$ cat src/rtl/vram_sram_responder.sv
// NAK-handshake responder that turns each accepted request into one timed
// asynchronous-SRAM read or write cycle on the 48-bit framebuffer SRAM.
module vram_sram_responder #(
  parameter int unsigned ADDR_BITS    = 20,
  parameter int unsigned READ_CYCLES  = 2,
  parameter int unsigned WRITE_CYCLES = 2
) (
  input  logic                 clkMem,
  input  logic                 rst,
  input  logic                 wb_stb,
  input  logic [31:0]          wb_addr,
  input  logic [3:0]           wb_we,
  input  logic [31:0]          wb_din,
  output logic [47:0]          wb_dout,
  output logic                 wb_nak,
  output logic [ADDR_BITS-1:0] sram_addr,
  output logic                 sram_ce_n,
  output logic                 sram_oe_n,
  output logic                 sram_we_n,
  output logic [5:0]           sram_be_n,
  output logic [47:0]          sram_dq_o,
  output logic                 sram_dq_oe,
  input  logic [47:0]          sram_dq_i
);

  localparam int unsigned MAX_CYC = (READ_CYCLES > WRITE_CYCLES) ? READ_CYCLES : WRITE_CYCLES;
  localparam int unsigned CNT_W   = $clog2(MAX_CYC + 1);
  localparam logic [CNT_W-1:0] RD_LOAD = CNT_W'(READ_CYCLES - 1);
  localparam logic [CNT_W-1:0] WR_LOAD = CNT_W'(WRITE_CYCLES - 1);

  typedef enum logic [1:0] {IDLE, ACK, ACCESS, DATA} state_t;

  state_t             state, state_nx;
  logic [CNT_W-1:0]   cnt, cnt_nx;
  logic               is_write, is_write_nx;
  logic               nak_nx, ce_nx, oe_nx, we_nx, dqoe_nx;
  logic [5:0]         be_nx;
  logic [ADDR_BITS-1:0] addr_nx;
  logic [47:0]        dqo_nx, dout_nx;

  generate
    if (ADDR_BITS < 32) begin : g_addr_unused
      logic unused_addr_hi;
      assign unused_addr_hi = ^wb_addr[31:ADDR_BITS];
    end
  endgenerate

  always_ff @(posedge clkMem) begin
    if (rst) state <= IDLE;
    else     state <= state_nx;
  end

  always_comb begin
    state_nx = state;
    case (state)
      IDLE:    if (wb_stb) state_nx = ACK;
      ACK:     state_nx = ACCESS;
      ACCESS:  if (cnt == '0) state_nx = DATA;
      DATA:    state_nx = IDLE;
      default: state_nx = IDLE;
    endcase
  end

  // Next values of every registered output; unassigned fields hold.
  always_comb begin
    nak_nx      = wb_nak;
    ce_nx       = sram_ce_n;
    oe_nx       = sram_oe_n;
    we_nx       = sram_we_n;
    be_nx       = sram_be_n;
    addr_nx     = sram_addr;
    dqo_nx      = sram_dq_o;
    dqoe_nx     = sram_dq_oe;
    dout_nx     = wb_dout;
    cnt_nx      = cnt;
    is_write_nx = is_write;
    case (state)
      IDLE: begin
        nak_nx = 1'b1;
        if (wb_stb) begin
          nak_nx      = 1'b0;
          ce_nx       = 1'b0;
          addr_nx     = wb_addr[ADDR_BITS-1:0];
          is_write_nx = |wb_we;
          if (|wb_we) begin
            cnt_nx  = WR_LOAD;
            be_nx   = {2'b11, ~wb_we};
            dqo_nx  = {16'h0000, wb_din};
            dqoe_nx = 1'b1;
          end else begin
            cnt_nx = RD_LOAD;
            be_nx  = '0;
          end
        end
      end
      ACK: begin
        nak_nx = 1'b1;
        if (is_write) we_nx = 1'b0;
        else          oe_nx = 1'b0;
      end
      ACCESS: begin
        if (cnt == '0) begin
          nak_nx = 1'b0;
          oe_nx  = 1'b1;
          we_nx  = 1'b1;
          ce_nx  = 1'b1;
          if (!is_write) dout_nx = sram_dq_i;
        end else begin
          cnt_nx = cnt - 1'b1;
        end
      end
      DATA: begin
        nak_nx  = 1'b1;
        dqoe_nx = 1'b0;
        be_nx   = '1;
      end
      default: nak_nx = 1'b1;
    endcase
  end

  always_ff @(posedge clkMem) begin
    if (rst) begin
      wb_nak     <= 1'b1;
      wb_dout    <= '0;
      sram_ce_n  <= 1'b1;
      sram_oe_n  <= 1'b1;
      sram_we_n  <= 1'b1;
      sram_be_n  <= '1;
      sram_addr  <= '0;
      sram_dq_o  <= '0;
      sram_dq_oe <= 1'b0;
      cnt        <= '0;
      is_write   <= 1'b0;
    end else begin
      wb_nak     <= nak_nx;
      wb_dout    <= dout_nx;
      sram_ce_n  <= ce_nx;
      sram_oe_n  <= oe_nx;
      sram_we_n  <= we_nx;
      sram_be_n  <= be_nx;
      sram_addr  <= addr_nx;
      sram_dq_o  <= dqo_nx;
      sram_dq_oe <= dqoe_nx;
      cnt        <= cnt_nx;
      is_write   <= is_write_nx;
    end
  end

endmodule

$ cat config.mk
export PLATFORM = sky130hd
export DESIGN_NAME = vram_sram_responder
export DESIGN_NICKNAME = d
export VERILOG_FILES = /design/src/rtl/vram_sram_responder.sv
export SDC_FILE = /design/constraint.sdc
export NUM_CORES = 1
export LEC_CHECK = 0
export CAP_MARGIN = 10
export CORE_ASPECT_RATIO = 1.75
export CORE_MARGIN = 2
export CORE_UTILIZATION = 42
export CTS_BUF_LIST = sky130_fd_sc_hd__clkbuf_16
export DETAILED_ROUTE_END_ITERATION = 16
export PLACE_DENSITY = 0.92
export SLEW_MARGIN = 20
export SYNTH_ARGS = -nofsm -noshare
export SYNTH_HDL_FRONTEND = slang
export SYNTH_SLANG_ARGS = --single-unit
$ cat constraint.sdc
create_clock -name clkMem -period 2.8 [get_ports clkMem]
set_input_delay 0.42 -clock clkMem [delete_from_list [all_inputs] [get_ports clkMem]]
set_output_delay 0.42 -clock clkMem [all_outputs]
set_load 0.05 [all_outputs]
==> summary.md <==
| Metric | Value |
|---|---|
| Clk_skew | `0.00853 ns` |
| Final HPWL DP | `9.32 mm` |
| Crit-path leading delay family | `buffers and inverters` |
| Share of flip-flops with an asynchronous set or reset | `0` |
| Final hold vios | `0` |
| MaxCap Viol Count | `0` |
| First-pass GRT wire length | `19.8 mm` |
| Initial antenna violation count | `0` |
| Grt ovf | `0` |
| Number of flops mapped to enable cells by yosys | `0` |
| Layout cell share with drive strength beyond 1 | `0.113` |
| Pwr Density | `just over 1000 nW/um^2` |
| Post-synth top area cell | `dfxtp_1` |
| Final Core Density | `0.693` |
| Main synth FF type | `dfxtp_1` |
| Initial Util | `0.429` |
| Post-layout min period | `about 2.0 ns` |
| Cell total after placement | `872` |
| Syn-to-layout area delta | `61.5%` |
| Synth warn | `0` |
| Worst-path fanout max | `2` |
| Worst VDD drop | `579 uV` |
| Post-cts resize count | `0` |
| Synth top cells by count | `196 x nand2_1, 115 x dfxtp_1, 84 x a21oi_1` |
| Diode count | `0` |
| Syn Std Cell Area | `between 4000 and 5000 sq um` |
| Die W | `82.8 um` |
| Clk pin slew, worst setup/hold paths | `0.05 ns` |
| Setup repair after global routing missed its margin | `false` |
| Final worst path period share | `0.727` |
| Fin Setup TNS | `0 ns` |
| Gate Count Post-Synth | `roughly 550` |
| Die height | `around 140 um` |
| Slowest CP cell | `clkdlybuf4s50_1` |
| Critical Path AT | `between 1.5 and 2 ns` |
| Finished Layout Cells | `903` |
| Max Fclk | `491 MHz` |
| Largest cells by area after synthesis | `dfxtp_1 50%, nand2_1 16%, a21oi_1 9.2%` |
| Routed wire per std cell | `roughly 14 um` |
| I/O pins | `246` |
| Core area | `10600 sq um` |
| PortBufs | `between 200 and 250` |
| Crit-path cells | `clkdlybuf4s50_1` |
| Top-count cell post-synth | `nand2_1` |
| Setup Buffers After CTS | `0` |
| Post-Route WL | `roughly 13 mm` |
| Vias per cell | `4.88` |
| Placer congestion estimate | `0.831` |
| Final net count | `888` |
| DRC viols | `0` |
| CTS tree | `built` |
| Clk buf depth | `2` |
| Synthesized flop and latch total | `between 100 and 150` |
| Slew @ Worst Pin | `0.567 ns` |
| Htree depth | `4` |
| Largest net degree at the start of global routing | `56` |
| Worst Path Buf+Inv | `1` |
| Die ar. | `~12000 sq um` |
| Pins Over Slew Limit | `0` |
| CP peak stage delay | `0.87 ns` |
| Sequential share of the synthesized area | `0.505` |
| Worst-skew pair later-pin latency | `around 0.40 ns` |
| Max-slew headroom | `0.617` |
| Avg Inst Size Synth | `8.24 sq um` |
| Post-DRT Antenna Nets | `0` |
| P_leak | `2.68 nW` |
| Worst setup path category | `flip-flop to primary output` |
| Startpoint Class | `flip-flop` |
| DRT Pass-1 Iters | `4` |
| Status | `finished, final reports clean` |
| # rows | `50` |
| Final setup violation count | `0` |
| First-iteration detailed-routing DRC count | `170` |
| Vias | `4405` |
| CTS Buf Count | `17` |
| CP endpoint kind | `primary output` |
| CP required | `2.38 ns` |
| Hold buffers post-CTS | `0` |
| Share of the synthesized area in the top cell type | `0.505` |
| GRT Overall Usage | `0.220` |
| Hold Crit Class | `input pin to flip-flop` |
| CTS root buf | `clkbuf_16` |
| Vias in the first global route | `4351` |
| Synth cell types | `35` |
| Sink Count | `115` |
sequential cells by signal, indices dropped and copies added, names as in the netlist:
| register | cells |
|---|---|
| sram_be_n | 5 |
| cnt | 2 |
| sram_dq_o | 32 |
| wb_nak | 1 |
| state | 2 |
| sram_dq_oe | 1 |
| sram_addr | 20 |
| is_write | 1 |
| wb_dout | 48 |
| sram_we_n | 1 |
| sram_oe_n | 1 |
| sram_ce_n | 1 |
kinds of logic (layout without fill, tap and decap cells):
kind of cell             Yosys count  after routing  synth area share
adder cells (fa/ha/maj)            8              8            0.0219
AO/OA/AOI/OAI                    124            124             0.166
flip-flops                       115            115             0.505
AND/OR/NAND/NOR                  245            245             0.222
other                              1             16          0.000822
buffers and inverters             57            261            0.0751
multiplexers                       4              4           0.00932
through the flow:
step           worst slack (ns)  instance area [sq um]  total power [mW]  hold slack (ns)
4_1_cts                   0.746                   7370              7.66            0.413
6_report                  0.765                   7370              7.58            0.423
5_1_grt                   0.731                   7370              7.97            0.434
3_3_place_gp              0.710                   6750              5.30            0.440
2_1_floorplan              1.18                   4620              4.38            0.478
3_5_place_dp              0.645                   6750              5.36            0.446
layout by cell type, fill, tap and decap left out, types with 2 or more instances in the layout:
cell type        count
ha_1                 8
mux2_2               2
nand3_1              2
clkbuf_16           17
a21oi_1             84
nand2_2             13
o21bai_1             2
clkinv_1             3
conb_1              16
buf_4                6
dfxtp_1            115
nand2_1            196
clkinv_2             4
clkdlybuf4s50_1    216
a21oi_2             29
nor3_1               4
or2_2                2
nor2_1              14
nor2b_1              3
inv_1                5
buf_12               4
nand2b_1             6
mux2i_1              2
bufinv_16            5
cell type report:
class,count,area (sq um)
Fill cell,802,3260
Sequential cell,115,2300
Timing Repair Buffer,226,2290
Multi-Input combinational cell,397,1980
Clock buffer,17,425
Clock inverter,14,194
Tap cell,130,163
Inverter,4,15.0
routing by layer:
metal	share of wire	up-vias	GRT usage
met2	0.53	189	0.394
li1	-	2176	-
met4	0.047	0	0.130
met5	0	-	0
met1	0.35	2000	0.209
met3	0.075	40	0.0738
where the power goes:
| group | total, mW | switching, mW | internal, mW |
|---|---|---|---|
| clock | 2.26 | 0.712 | 1.55 |
| combinational | 3.16 | 2.08 | 1.08 |
| sequential | 2.16 | 0.190 | 1.97 |
| total | 7.58 | 2.98 | 4.60 |
path summary, 6_finish.rpt:
kind              slack, ns          start       endpoint  cells after the start
setup / recovery       0.76  sram_dq_o[29]  sram_dq_o[29]                      1
hold / removal         0.42            rst  sram_dq_o[10]                      2
setup reg to reg       0.93         cnt[0]     wb_dout[1]                      7
hold reg to reg        0.45    wb_dout[13]    wb_dout[13]                      2
Power figures use the tool's default switching activity.
